--- src/rtl/aurora_img_pkg.sv ---
// Shared definitions for the Aurora camera image link (packetizer and depacketizer).
// Header layout, default frame geometry and the receive FSM state type.
package aurora_img_pkg;

    localparam logic [15:0] SYNC_WORD = 16'h5AA5;

    localparam int unsigned SYNC_HI = 31;
    localparam int unsigned SYNC_LO = 16;
    localparam int unsigned FS_BIT  = 15;
    localparam int unsigned LINE_HI = 10;
    localparam int unsigned LINE_LO = 0;
    localparam int unsigned LINE_W  = LINE_HI - LINE_LO + 1;

    localparam int unsigned DEF_H_PIXELS = 640;
    localparam int unsigned DEF_V_LINES  = 480;

    typedef enum logic [1:0] {
        IDLE,
        PAYLOAD,
        DROP
    } rx_state_t;

endpackage

--- src/rtl/img_hdr_check.sv ---
// Line-packet header decode plus the expected-line tracker that raises seq_err
// when a non-frame-start header arrives out of order.
module img_hdr_check #(
    parameter logic [15:0] SYNC_WORD = aurora_img_pkg::SYNC_WORD
) (
    input  logic        clk,
    input  logic        rst_n,
    input  logic [31:0] hdr,
    input  logic        accept,
    input  logic        line_good,
    input  logic        last_line,
    input  logic [10:0] done_line,
    output logic        sync_ok,
    output logic        fs_flag,
    output logic [10:0] line_idx,
    output logic        seq_err
);
    import aurora_img_pkg::*;

    logic [10:0] exp_line;
    logic        unused_rsvd;

    assign sync_ok     = (hdr[SYNC_HI:SYNC_LO] == SYNC_WORD);
    assign fs_flag     = hdr[FS_BIT];
    assign line_idx    = hdr[LINE_HI:LINE_LO];
    assign unused_rsvd = ^hdr[FS_BIT-1:LINE_HI+1];

    // Both the frame-start force and the mismatch resync leave expected = received index.
    always_ff @(posedge clk or negedge rst_n) begin
        if (!rst_n) begin
            exp_line <= '0;
            seq_err  <= 1'b0;
        end else begin
            seq_err <= accept && !fs_flag && (line_idx != exp_line);
            if (accept)
                exp_line <= line_idx;
            else if (line_good)
                exp_line <= last_line ? '0 : done_line + 11'd1;
        end
    end

endmodule

--- src/rtl/aurora_img_depkt.sv ---
// Aurora RX image depacketizer: strips line headers, emits RGB565 pixel pairs with markers.
// Optional statistics counters are compiled in with `define ARX_STATS_EN.
module aurora_img_depkt #(
    parameter int unsigned H_PIXELS  = aurora_img_pkg::DEF_H_PIXELS,
    parameter int unsigned V_LINES   = aurora_img_pkg::DEF_V_LINES,
    parameter logic [15:0] SYNC_WORD = aurora_img_pkg::SYNC_WORD
) (
    input  logic        i_clk,
    input  logic        i_rst_n,
    input  logic [31:0] s_axi_rx_tdata,
    input  logic [3:0]  s_axi_rx_tkeep,
    input  logic        s_axi_rx_tlast,
    input  logic        s_axi_rx_tvalid,
    input  logic        i_channel_up,
    output logic [31:0] o_pix_data,
    output logic        o_pix_vld,
    output logic [10:0] o_line_idx,
    output logic        o_frame_start,
    output logic        o_line_end,
    output logic        o_frame_done,
    output logic        o_hdr_err,
    output logic        o_len_err,
    output logic        o_seq_err
`ifdef ARX_STATS_EN
    ,
    input  logic        i_stats_clr,
    output logic [31:0] o_pkt_cnt,
    output logic [31:0] o_err_cnt
`endif
);
    import aurora_img_pkg::*;

    localparam int unsigned H_WORDS = H_PIXELS / 2;
    localparam int unsigned WCNT_W  = (H_WORDS > 1) ? $clog2(H_WORDS) : 1;
    localparam logic [WCNT_W-1:0] LAST_WORD = WCNT_W'(H_WORDS - 1);
    localparam logic [LINE_W-1:0] LAST_LINE = LINE_W'(V_LINES - 1);

    rx_state_t         state, state_d;
    logic [WCNT_W-1:0] wcnt, wcnt_d;
    logic [10:0]       cur_line, cur_line_d;
    logic              cur_fs, cur_fs_d;

    logic pix_vld_d, frame_start_d, line_end_d, frame_done_d, hdr_err_d, len_err_d;
    logic accept, line_good;
    logic sync_ok, hdr_fs;
    logic [10:0] hdr_line;

    img_hdr_check #(
        .SYNC_WORD(SYNC_WORD)
    ) u_hdr (
        .clk       (i_clk),
        .rst_n     (i_rst_n),
        .hdr       (s_axi_rx_tdata),
        .accept    (accept),
        .line_good (line_good),
        .last_line (cur_line == LAST_LINE),
        .done_line (cur_line),
        .sync_ok   (sync_ok),
        .fs_flag   (hdr_fs),
        .line_idx  (hdr_line),
        .seq_err   (o_seq_err)
    );

    always_comb begin
        state_d       = state;
        wcnt_d        = wcnt;
        cur_line_d    = cur_line;
        cur_fs_d      = cur_fs;
        pix_vld_d     = 1'b0;
        frame_start_d = 1'b0;
        line_end_d    = 1'b0;
        frame_done_d  = 1'b0;
        hdr_err_d     = 1'b0;
        len_err_d     = 1'b0;
        accept        = 1'b0;
        line_good     = 1'b0;

        // Losing the channel abandons the packet silently; no beat is consumed.
        if (!i_channel_up) begin
            state_d = IDLE;
        end else if (s_axi_rx_tvalid) begin
            case (state)
                IDLE: begin
                    if (sync_ok && !s_axi_rx_tlast) begin
                        accept     = 1'b1;
                        cur_line_d = hdr_line;
                        cur_fs_d   = hdr_fs;
                        wcnt_d     = '0;
                        state_d    = PAYLOAD;
                    end else begin
                        hdr_err_d = 1'b1;
                        state_d   = s_axi_rx_tlast ? IDLE : DROP;
                    end
                end
                PAYLOAD: begin
                    if (s_axi_rx_tkeep != 4'hF) begin
                        len_err_d = 1'b1;
                        state_d   = s_axi_rx_tlast ? IDLE : DROP;
                    end else begin
                        pix_vld_d     = 1'b1;
                        frame_start_d = (wcnt == '0) && cur_fs && (cur_line == '0);
                        if (wcnt == LAST_WORD) begin
                            if (s_axi_rx_tlast) begin
                                line_end_d   = 1'b1;
                                line_good    = 1'b1;
                                frame_done_d = (cur_line == LAST_LINE);
                                state_d      = IDLE;
                            end else begin
                                len_err_d = 1'b1;
                                state_d   = DROP;
                            end
                        end else if (s_axi_rx_tlast) begin
                            len_err_d = 1'b1;
                            state_d   = IDLE;
                        end else begin
                            wcnt_d = wcnt + 1'b1;
                        end
                    end
                end
                DROP: begin
                    if (s_axi_rx_tlast)
                        state_d = IDLE;
                end
                default: state_d = IDLE;
            endcase
        end
    end

    always_ff @(posedge i_clk or negedge i_rst_n) begin
        if (!i_rst_n) begin
            state         <= IDLE;
            wcnt          <= '0;
            cur_line      <= '0;
            cur_fs        <= 1'b0;
            o_pix_data    <= '0;
            o_pix_vld     <= 1'b0;
            o_line_idx    <= '0;
            o_frame_start <= 1'b0;
            o_line_end    <= 1'b0;
            o_frame_done  <= 1'b0;
            o_hdr_err     <= 1'b0;
            o_len_err     <= 1'b0;
        end else begin
            state         <= state_d;
            wcnt          <= wcnt_d;
            cur_line      <= cur_line_d;
            cur_fs        <= cur_fs_d;
            o_pix_vld     <= pix_vld_d;
            o_frame_start <= frame_start_d;
            o_line_end    <= line_end_d;
            o_frame_done  <= frame_done_d;
            o_hdr_err     <= hdr_err_d;
            o_len_err     <= len_err_d;
            if (pix_vld_d) begin
                o_pix_data <= s_axi_rx_tdata;
                o_line_idx <= cur_line;
            end
        end
    end

`ifdef ARX_STATS_EN
    // Counters follow the registered pulses, so they lag the event by one cycle.
    always_ff @(posedge i_clk or negedge i_rst_n) begin
        if (!i_rst_n) begin
            o_pkt_cnt <= '0;
            o_err_cnt <= '0;
        end else if (i_stats_clr) begin
            o_pkt_cnt <= '0;
            o_err_cnt <= '0;
        end else begin
            if (o_line_end && (o_pkt_cnt != '1))
                o_pkt_cnt <= o_pkt_cnt + 32'd1;
            if ((o_hdr_err || o_len_err || o_seq_err) && (o_err_cnt != '1))
                o_err_cnt <= o_err_cnt + 32'd1;
        end
    end
`endif

endmodule

--- config.mk ---
export PLATFORM = sky130hd
export DESIGN_NAME = aurora_img_depkt
export DESIGN_NICKNAME = d
export VERILOG_FILES = /design/src/rtl/aurora_img_pkg.sv /design/src/rtl/img_hdr_check.sv /design/src/rtl/aurora_img_depkt.sv
export SDC_FILE = /design/constraint.sdc
export NUM_CORES = 1
export LEC_CHECK = 0
export BUFFER_PORTS_ARGS = -buffer_cell sky130_fd_sc_hd__clkbuf_2
export CAP_MARGIN = 20
export CORE_AREA = 2 2 131 69
export DETAILED_ROUTE_END_ITERATION = 7
export DIE_AREA = 0 0 133 71
export PLACE_DENSITY = 0.72
export SLEW_MARGIN = 20
export SYNTH_ARGS = -nofsm -noshare
export SYNTH_HDL_FRONTEND = slang
export SYNTH_SLANG_ARGS = --single-unit
export TNS_END_PERCENT = 50
--- constraint.sdc ---
create_clock -name i_clk -period 2.3 [get_ports i_clk]
set_input_delay 0 -clock i_clk [delete_from_list [all_inputs] [get_ports i_clk]]
set_output_delay 0 -clock i_clk [all_outputs]
set_load 0.005 [all_outputs]
==> summary.txt <==
Status
  • Outcome: finished, final reports clean

Timing
  • Layout Skew: 10.5 ps
  • Final Setup Violations: 0
  • Tcrit/Tclk final: 0.942
  • RSZ-0062 raised after global routing: false
  • Final hold vios: 0
  • Slew Limit Headroom: 0.685
  • Fin Setup TNS: 0 ps
  • Worst Max-Slew Pin Slew: 466 ps
  • Fin Hold WS: 129 ps
  • Minimum clock period: 2170 ps
  • Final count of pins violating max slew: 0
  • Fmax: 461 MHz

Setup path
  • FF-to-FF End: state[0]
  • Nature of the critical path endpoint: flip-flop
  • Crit path from: s_axi_rx_tdata[23]
  • WP data required: 2570 ps
  • Worst r2r path cells: 7
  • RR Startpoint: wcnt[5]
  • CP max FO: 9
  • R2R Setup Slk: 190 ps
  • Kind of start point of the critical path: primary input
  • Critical path type: primary input to flip-flop
  • Worst EP arrival: 2440 ps
  • End of the critical path: state[0]

Die
  • Die width: 133 um
  • Die outline height: 71 um
  • CORE AREA: 8380 um^2
  • Initial core utilization: 0.468
  • Die ar.: 9440 um^2
  • I/O pin cnt: 91
  • Row Count: 24

Yosys
  • Synthesized area per cell: 11.4 um^2
  • Post-synth top area cell: dfrtp_1
  • Number of synthesized flops with an enable pin: 0
  • Top_reg_cell synth: dfrtp_1
  • Synth Warn #: 0
  • Library cells used by synthesis: 45
  • Register area share after synthesis: 0.536
  • Top post-synthesis cells by area: dfrtp_1, mux2_2, nand2_1, xor2_1, o21ai_0
  • Asr flop ratio synth: 1.00
  • Mapped Area: 3920 um^2
  • Synth cell count leaders: dfrtp_1, mux2_2, nand2_1, o21ai_0
  • Seq cells post-synth: 84
  • Mapped Cells: 344
  • Count leader, synth: dfrtp_1
  • Top cell type's share of synthesized area: 0.536
  • Synth Net Count: 389

Power
  • Power Dens Cells: 618 nW/um^2
  • Leakage: 2.66 nW
  • Maximum vdd drop: 482 uV

Final layout
  • Antenna fix cells: 0
  • Multi-input logic area: 1730 um^2
  • Final nets: 520
  • Fill cell count: 676
  • Fraction of layout cells with a size suffix above 1: 0.356
  • Area growth syn-to-layout: 32.3%
  • Non-Filler Instances: 597
  • Core Util, Final: 0.619
  • Register area: 2100 um^2
  • Design Area, Final: 5180 um^2

Detailed routing
  • DR vias: 3211
  • Number of remaining DRC errors: 0
  • Antenna-violating nets left: 0
  • 1st-pass router iterations: 6
  • Drt total wl: 10400 um
  • Avg WL per Cell: 17.4 um
  • Initial detailed-routing violation count: 255
  • Vias/cell: 5.38

Global routing
  • Initial antenna violation count: 0
  • GRT overflow: 0
  • Vias in the first global route: 3327
  • First-pass GRT wire length: 17100 um
  • Pin count of the biggest net entering global routing: 85
  • Gr usage total: 0.234

Clock tree
  • Root buf cell: clkbuf_16
  • Clock transition at path regs: 60 ps
  • CTS Buf Count: 9
  • Clk_lat worst skew: 340 ps
  • TritonCTS clock tree: done
  • Max clock buf depth: 2
  • H-tree Lvls: 3
  • CTS Sinks: 84

Placement
  • Port buffer count: 90
  • Gpl congestion: 0.839
  • Detailed Place HPWL: 7160 um
  • Dpl cells: 544
  • Placed cell area: 4540 um^2

Hold path
  • Min-Delay Path Class: primary input to flip-flop
  • Worst hold start: s_axi_rx_tkeep[0]

Job
  • Max cap viols: 0
==> per-layer routing <==
layer	track usage	vias up	wire, um
li1	-	1497	-
met1	0.331	1578	5000
met2	0.337	128	4350
met3	0.0867	8	922
met4	0.0705	0	95
met5	0	-	0
==> sequential cells by signal (all words and copies together), names as in the netlist, 2 cells and up <==
| name | count |
|---|---|
| o_pix_data | 32 |
| state | 2 |
| u_hdr.exp_line | 11 |
| cur_line | 11 |
| wcnt | 9 |
| o_line_idx | 11 |
==> metrics by stage <==
stage / setup slack [ps] / power, W
5_1_grt: 18.0 / 0.00332
2_1_floorplan: 516 / 0.00171
3_3_place_gp: 374 / 0.00184
6_report: 133 / 0.00320
3_5_place_dp: 318 / 0.00185
4_1_cts: 117 / 0.00323
==> placed cells by master (no fill, tap or decap), types with 4 or more instances in the layout <==
cell type      count
clkbuf_2          89
dfrtp_1           84
mux2_2            43
nand2_1           40
dlygate4sd3_1     36
o21ai_0           18
nand3_1           16
xor2_1            16
nor2_1            15
buf_4             11
clkbuf_16          9
inv_1              7
nor4_1             7
nand4_1            6
nor4bb_1           6
and3_1             6
nor3_1             5
a21oi_1            5
xnor2_1            4
nor2b_1            4
o211ai_1           4
mux2i_1            4
clkinv_2           4
==> power by group <==
part | switching (W) | leakage (nW) | total, W | internal (W)
sequential | 0.0000502 | 1.15 | 0.00158 | 0.00153
clock | 0.000598 | 0.131 | 0.00132 | 0.000725
combinational | 0.000143 | 1.38 | 0.000304 | 0.000160
total | 0.000792 | 2.66 | 0.00320 | 0.00241
==> worst min-delay path by stage <==
| stage | depth (start not counted) | slack (ps) | to |
|---|---|---|---|
| 3_3_place_gp | 2 | 60 | wcnt[6] |
| 4_1_cts | 3 | 130 | o_line_end |
| 2_1_floorplan | 0 | -300 | cur_fs |
| 3_5_place_dp | 2 | 70 | o_frame_done |
| 5_1_grt | 4 | 170 | o_len_err |
| 6_report | 4 | 130 | o_len_err |
==> critical path: stages <==
cell,delay [ps]
dlygate4sd3_1,530
clkbuf_2,120
nor4bb_1,450
nand4_1,230
o21ai_2,280
nand2_4,140
o21ai_0,110
dlygate4sd3_1,580
==> area by class of cell <==
cell class                      count  share of cell area
Clock buffer                        9              0.0434
Timing Repair Buffer              137               0.175
Clock inverter                      7             0.00845
Multi-Input combinational cell    236               0.334
Sequential cell                    84               0.405
Tap cell                          117              0.0282
Inverter                            7             0.00507
==> timing repair <==
action,CTS,global route
endpoints found under the setup margin,0,1
endpoints found under the hold margin,141,0
resized for setup,0,3
setup buffers,0,1
hold buffers,36,0
==> cell families (layout without fill, tap and decap cells) <==
family                     count (synthesis)  in the layout  share of synthesized area
AOI/OAI and AO/OA                         44             44                     0.0770
xor gates and xnor gates                  20             20                     0.0447
adders and majority gates                  4              4                     0.0128
buffers and inverters                     24            160                     0.0262
DFF                                       84             84                      0.536
muxes                                     47             47                      0.134
and+or+nand+nor                          121            121                      0.169
Note: power is estimated with default switching activity, not from simulation.
